File: config.mk
export PLATFORM = sky130hd
export DESIGN_NAME = seq_restoring_divider
export DESIGN_NICKNAME = d
export VERILOG_FILES = /design/src/rtl/seq_restoring_divider.sv
export SDC_FILE = /design/constraint.sdc
export NUM_CORES = 1
export LEC_CHECK = 0
export BUFFER_PORTS_ARGS = -buffer_cell sky130_fd_sc_hd__buf_2
export CORE_MARGIN = 3
export CORE_UTILIZATION = 56
export DETAILED_ROUTE_END_ITERATION = 10
export PLACE_DENSITY = 0.81
export SLEW_MARGIN = 30
export SYNTH_ARGS = -nofsm -noshare
export SYNTH_HDL_FRONTEND = slang
export SYNTH_SLANG_ARGS = --single-unit
export TNS_END_PERCENT = 20
File: constraint.sdc
create_clock -name clk -period 3.27 [get_ports clk]
set_input_delay 0.654 -clock clk [delete_from_list [all_inputs] [get_ports clk]]
set_output_delay 0.654 -clock clk [all_outputs]
set_load 0.01 [all_outputs]
File: src/rtl/seq_restoring_divider.sv
// seq_restoring_divider
//   Iterative unsigned restoring divider. It produces one quotient bit per
//   clock, MSB first, and uses valid/ready handshakes on both sides.
//   Latency from the accept edge to out_valid is WIDTH cycles. A divide by
//   zero completes in the cycle after the accept edge.
//
// Ports
//   clk, rst_n            rising-edge clock; asynchronous active-low reset
//   in_valid / in_ready   operand handshake (dividend, divisor)
//   out_valid / out_ready result handshake (quotient, remainder, div_by_zero)
//   quotient, remainder   unsigned results; both are held stable while stalled
//   div_by_zero           the result came from divisor == 0
//                         (quotient = all ones, remainder = dividend)
//
// All outputs are decoded from registers, so no input reaches an output
// through combinational logic.
module seq_restoring_divider #(
  parameter int WIDTH = 32
) (
  input  logic             clk,
  input  logic             rst_n,
  input  logic             in_valid,
  output logic             in_ready,
  input  logic [WIDTH-1:0] dividend,
  input  logic [WIDTH-1:0] divisor,
  output logic             out_valid,
  input  logic             out_ready,
  output logic [WIDTH-1:0] quotient,
  output logic [WIDTH-1:0] remainder,
  output logic             div_by_zero
);

  localparam int CW = $clog2(WIDTH + 1);
  localparam logic [CW-1:0] LAST = CW'(WIDTH - 1);

  typedef enum logic [1:0] {IDLE, CALC, DONE} state_t;

  state_t           state_q, state_d;
  logic [CW-1:0]    cnt_q, cnt_d;
  // The quotient bits shift in from the right as the dividend shifts out
  // from the left, so one register holds both values.
  logic [WIDTH-1:0] dvd_q, dvd_d;
  logic [WIDTH-1:0] dvs_q, dvs_d;
  // The stored partial remainder is always below the divisor, so its bit
  // WIDTH is 0 between steps. Only the low WIDTH bits are kept in a
  // register. The full WIDTH+1-bit value exists only inside a step, which
  // means maximum operands cannot overflow.
  logic [WIDTH-1:0] rem_q, rem_d;
  logic             dbz_q, dbz_d;

  logic [WIDTH:0]   shifted;
  logic [WIDTH:0]   trial;

  always_ff @(posedge clk or negedge rst_n) begin
    if (!rst_n) begin
      state_q <= IDLE;
      cnt_q   <= '0;
      dvd_q   <= '0;
      dvs_q   <= '0;
      rem_q   <= '0;
      dbz_q   <= 1'b0;
    end else begin
      state_q <= state_d;
      cnt_q   <= cnt_d;
      dvd_q   <= dvd_d;
      dvs_q   <= dvs_d;
      rem_q   <= rem_d;
      dbz_q   <= dbz_d;
    end
  end

  always_comb begin
    state_d = state_q;
    cnt_d   = cnt_q;
    dvd_d   = dvd_q;
    dvs_d   = dvs_q;
    rem_d   = rem_q;
    dbz_d   = dbz_q;
    // One restoring step: shift {rem, dvd} left by one, then trial-subtract.
    shifted = {rem_q, dvd_q[WIDTH-1]};
    trial   = shifted - {1'b0, dvs_q};

    unique case (state_q)
      IDLE: begin
        if (in_valid) begin
          dvd_d = dividend;
          dvs_d = divisor;
          rem_d = '0;
          cnt_d = '0;
          if (divisor == '0) begin
            dvd_d   = '1;
            rem_d   = dividend;
            dbz_d   = 1'b1;
            state_d = DONE;
          end else begin
            dbz_d   = 1'b0;
            state_d = CALC;
          end
        end
      end
      CALC: begin
        if (!trial[WIDTH]) begin
          rem_d = trial[WIDTH-1:0];
          dvd_d = {dvd_q[WIDTH-2:0], 1'b1};
        end else begin
          rem_d = shifted[WIDTH-1:0];
          dvd_d = {dvd_q[WIDTH-2:0], 1'b0};
        end
        cnt_d = cnt_q + 1'b1;
        if (cnt_q == LAST) state_d = DONE;
      end
      DONE: begin
        if (out_ready) state_d = IDLE;
      end
      default: state_d = IDLE;
    endcase
  end

  assign in_ready    = (state_q == IDLE);
  assign out_valid   = (state_q == DONE);
  assign quotient    = dvd_q;
  assign remainder   = rem_q;
  assign div_by_zero = dbz_q;

endmodule

=== Word-level counts from Yosys, hierarchy flattened ===
Cells that the tools add are included.

* Add/subtract/negate cells: 2
* Equality and inequality tests: 6
* Muxes and demuxes: 16
* Reductions and logical operators: 6

{| class="wikitable"
|+ Operators with widths
! kind !! number
|-
| 32-bit two-way mux || 5
|-
| 32-bit one-hot mux with 2 select lines || 2
|-
| 33-bit by 32-bit subtractor with 33-bit output || 1
|-
| 32-bit zero test || 1
|-
| 6-bit one-hot mux with 2 select lines || 1
|-
| 2-bit two-way mux || 4
|-
| 6-bit by 1-bit adder with 6-bit output (second input constant) || 1
|-
| 6-bit by 5-bit == test with 1-bit output (second input constant) || 1
|-
| 6-bit two-way mux || 1
|-
| 2-bit one-hot mux with 3 select lines || 1
|-
| 2-bit != test (second input constant) || 2
|-
| 2-bit AND reduction || 2
|-
| 3-bit AND reduction || 1
|-
| 2-bit by 1-bit == test with 1-bit output (second input constant) || 1
|-
| 2-bit == test (second input constant) || 1
|-
| 2-bit zero test || 1
|-
| 1-bit two-way mux || 2
|-
| 2-bit by 1-bit != test with 1-bit output (second input constant) || 1
|-
| 2-bit nonzero test || 1
|}

* Register bits after elaboration: 105
* Input port bits: 68
* Output and inout bits: 67
* Logic and storage cells: 36

=== Depth between registers and ports, before layout ===
* Depth in word-level cells: 4
* Gate-level depth with buffers: 14
* Gate-level depth less buffers: 12

=== Worst setup path before layout ===
Ideal clock, no wire load.

* Kind: reg2reg
* Start point: reg dvd_q[31], in the netlist quotient[31]
* End point: reg rem_q[7], in the netlist remainder[7]
* Data arrival time: 2.760 ns
* Slack: 0.376 ns
* Stages on the path, launching flop included: 15
* Buffers on the path: 2
* Clock period less this slack: 2.894 ns
* Cell sequence: dfrtp_1 > inv_1 > ha_1 > fa_1 > nand2b_1 > a21oi_2 > o221ai_2 > o21a_4 > o21ai_4 > and3_4 > buf_6 > nor2_8 > buf_8 > mux2i_1 > o22ai_1

* Longest elaborated chain between the ends: 3

{| class="wikitable"
|+ Ends and longest elaborated chain
! item !! line !! text
|-
| from (decl) || 42 || <nowiki>logic [WIDTH-1:0] dvd_q, dvd_d;</nowiki>
|-
| from (signal assigned) || 65 || <nowiki>dvd_q <= dvd_d;</nowiki>
|-
| 33-bit by 32-bit subtractor with 33-bit output || 81 || <nowiki>trial = shifted - {1'b0, dvs_q};</nowiki>
|-
| 32-bit two-way mux || 102 || <nowiki>if (!trial[WIDTH]) begin</nowiki>
|-
| 32-bit one-hot mux with 2 select lines || 83 || <nowiki>unique case (state_q)</nowiki>
|-
| to (signal assigned) || 67 || <nowiki>rem_q <= rem_d;</nowiki>
|-
| to (decl) || 48 || <nowiki>logic [WIDTH-1:0] rem_q, rem_d;</nowiki>
|}

No other way between the ends.
A chain may end at the register's enable or synchronous reset.

=== Worst setup path in the final report ===
* Start point: reg dvd_q[31], in the netlist quotient[31]
* End point: reg rem_q[10], in the netlist remainder[10]

The elaborated chain is that of the path after synthesis.

==> flow_metrics.env <==
export IMPL_netlist_area_um2=6763
export IMPL_max_clock_path_buffers=2
export IMPL_setup_repair_after_global_routing_missed_its_margin="false"
export IMPL_grt_max_degree=87
export IMPL_floorplan_initialDensity_pct=58.23
export IMPL_peakVddDrop_mv=1.202
export IMPL_yosysMostFrequentCell="nand2_1"
export IMPL_syn_instance_count=809
export IMPL_drt_drc_violations_left=0
export IMPL_final_max_slew_viol_count=0
export IMPL_vias=6610
export IMPL_whs_ns=0.3571
export IMPL_drt_total_wl_um=19630
export IMPL_share_of_flip_flops_with_an_asynchronous_set_or_reset_pct=100.0
export IMPL_synthTopCellsByArea="dfrtp_1 39%, nand2_1 6.8%, ha_1 6.1%"
export IMPL_initialDrtViolationCount=588
export IMPL_antenna_left=0
export IMPL_p_sw_share_pct=48.78
export IMPL_worst_setup_path_start_kind="register"
export IMPL_path_class="reg -> reg"
export IMPL_detailedPlacementHpwl_um=14120
export IMPL_finalWeightedCongestion=0.9128
export IMPL_routed_via_density=6.132
export IMPL_synth_flop_cell="dfrtp_1"
export IMPL_synth_sequential_area_ratio_pct=38.85
export IMPL_worst_endpoint_required_ns=3.52
export IMPL_fp_dieArea_um2=13430
export IMPL_slew_headroom_pct=42.91
export IMPL_clk_latency_ns=0.36
export IMPL_global_route_overflow_total=0
export IMPL_setup_total_negative_slack_ns=0
export IMPL_power_share_combinational_pct=65.7
export IMPL_report_final_setup_viol=0
export IMPL_powerDensity_nw_per_um2=1290
export IMPL_cts_htree_levels=3
export IMPL_synthesis_area_per_instance_um2=8.359
export IMPL_die_h_um=115.9
export IMPL_number_of_library_cell_types_mapped_by_synthesis=67
export IMPL_ctsRootBufferMaster="clkbuf_16"
export IMPL_synth_edff_count=0
export IMPL_fin_crit_sh_pct=94.05
export IMPL_grt_pass1_vias=6191
export IMPL_area_growth_synth_to_final_pct=18.24
export IMPL_yosys_area_top_type="dfrtp_1"
export IMPL_drv_cap=0
export IMPL_postSynthNetCount=911
export IMPL_power_leakage_nw=3.820
export IMPL_final_min_clock_period_ns=3.076
export IMPL_worst_pin_slew_ns=0.8533
export IMPL_share_clk_of_total_power_pct=10.8
export IMPL_row_count=39
export IMPL_num_io_pins=135
export IMPL_global_route_wire_length_before_repair_um=31510
export IMPL_drive_above_1_share_pct=21.82
export IMPL_antenna_diode_count=0
export IMPL_worst_setup_hold_path_clk_slew_ns=0.07
export IMPL_critical_path_fanouts_max=14
export IMPL_port_buffers=134
export IMPL_drt_pass1_iterations=5
export IMPL_finalNetCount=1033
export IMPL_number_of_antenna_violations_at_the_first_check_in_global_routing=0
export IMPL_cts_tree="built"
export IMPL_gr_usage_all_layers_pct=29.72
export IMPL_cellInternalPower_w=0.005285
export IMPL_power_switching_w=0.005033
export IMPL_synth_seq_cells=105
export IMPL_critical_path_arrival_ns=3.32
export IMPL_wl_per_cell_um=18.21
export IMPL_power_frac_seq_pct=23.6
export IMPL_finalHoldViolations=0
export IMPL_synth_warning_count=0
export IMPL_design_core_area_um2=11610
export IMPL_fmax_mhz=325.1
export IMPL_fp_dieW_um=115.9
export IMPL_run_status="finished clean"
export IMPL_cts_inserted_buffers=9
export IMPL_endpoint_kind="register"
export IMPL_synth_top_area_share_pct=38.85
export IMPL_synth_top_cells_by_count="122 x nand2_1, 105 x dfrtp_1, 69 x o21ai_0, 62 x nor2_1, 49 x a21oi_1"
export IMPL_final_setup_skew_ns=0.01164
export IMPL_holdBufCountCts=0
export IMPL_worstHoldPathType="in -> async"
export IMPL_tritoncts_num_sinks=105
-- layout make-up --
cell class	count	area [µm²]
Clock buffer	10	239.0
Clock inverter	5	56.30
Timing Repair Buffer	161	925.9
Multi-Input combinational cell	615	3822
Sequential cell	105	2628
Tap cell	143	178.9
Inverter	39	146.4
Fill cell	983	3617
-- power by group through the flow --
stage / Sequential, W / Combinational, W / Clock (W)
final: 0.00243 / 0.00678 / 0.00111
after global routing: 0.00250 / 0.00751 / 0.00118
after CTS: 0.00242 / 0.00668 / 0.00112
after detailed placement: 0.00244 / 0.00661 / 0
after global placement: 0.00242 / 0.00650 / 0
after floorplan: 0.00246 / 0.00474 / 0
-- stage by stage --
stage | area (µm²) | setup WS, ns | utilization [%] | std cells | total power [W]
floorplan | 6763 | 0.3761 | - | 809 | 0.007200
global placement | 7664 | 0.2328 | 65.99 | 1059 | 0.008924
detailed placement | 7664 | 0.1270 | 65.99 | 1059 | 0.009043
CTS | 7959 | 0.1097 | 68.53 | 1074 | 0.01022
global route | 7996 | 0.03642 | 68.85 | 1078 | 0.01118
finish | 7996 | 0.1945 | 68.85 | 1078 | 0.01032
-- state kept, by name, indices dropped and copies added (netlist names) --
| name | flops |
|---|---|
| dvs_q | 32 |
| quotient | 32 |
| remainder | 32 |
| cnt_q | 6 |
| state_q | 2 |
| div_by_zero | 1 |
-- cell usage in the layout (no fill, tap or decap), drive strengths merged, types with 3 or more instances in the layout --
cell type / n
buf: 161
nand2: 122
dfrtp: 105
o21ai: 76
nor2: 63
a21oi: 52
inv: 39
nor3: 38
o31ai: 34
ha: 33
nand3: 25
xnor2: 19
a31oi: 16
and3: 14
mux2i: 13
xor2: 11
nor4: 11
a21o: 10
clkbuf: 10
o211ai: 8
o22ai: 7
nand4: 6
nand2b: 5
and4: 4
o22a: 4
o31a: 4
a211oi: 4
o21bai: 3
a221o: 3
o21a: 3
clkinv: 3
-- logic make-up (layout without fill, tap and decap cells) --
family,count (synthesis),count (layout),synth area share (%)
multiplexers,14,14,2.276
flip-flops,105,105,38.85
XOR/XNOR,30,30,3.885
buffers and inverters,89,215,5.365
adder cells (fa/ha/maj),34,34,6.402
AO/OA/AOI/OAI,240,240,23.26
AND/OR/NAND/NOR,297,297,19.96
-- final timing paths --
path | from | to | slack [ns] | depth (start not counted)
max | quotient[31]$_DFFE_PN0P_ | remainder[10]$_DFFE_PN0P_ | 0.19 | 13
max in group asynchronous | rst_n | quotient[1]$_DFFE_PN0P_ | 2.11 | 2
min | rst_n | quotient[9]$_DFFE_PN0P_ | 0.36 | 1
min in group clk | out_ready | state_q[1]$_DFFE_PN0P_ | 0.45 | 2
min reg2reg | dvs_q[0]$_DFFE_PN0P_ | dvs_q[0]$_DFFE_PN0P_ | 0.49 | 2
max reg2reg | quotient[31]$_DFFE_PN0P_ | remainder[10]$_DFFE_PN0P_ | 0.19 | 13
-- per-layer routing --
layer / wire length [µm] / GRT usage [%] / vias up
li1: - / - / 3146
met1: 8141 / 39.51 / 3138
met2: 9495 / 47.64 / 281
met3: 1253 / 4.334 / 45
met4: 741 / 14.69 / 0
met5: 0 / 0 / -
-- worst max-delay path, stage by stage (launching register included) --
cell      delay, ns
dfrtp_1        0.37
inv_1          0.07
ha_1           0.23
fa_2           0.36
nand2b_1       0.19
a21oi_2        0.21
o221ai_2       0.16
o21a_4         0.27
o21ai_4        0.22
o31ai_4        0.16
nor2_8         0.16
buf_12         0.15
o211ai_1       0.11
mux2_2         0.28
-- repair_timing --
item | CTS | global route
setup buffers | 0 | 4
gates resized for setup | 0 | 3
setup endpoints to repair | 0 | 18
Power figures use the tool's default switching activity.
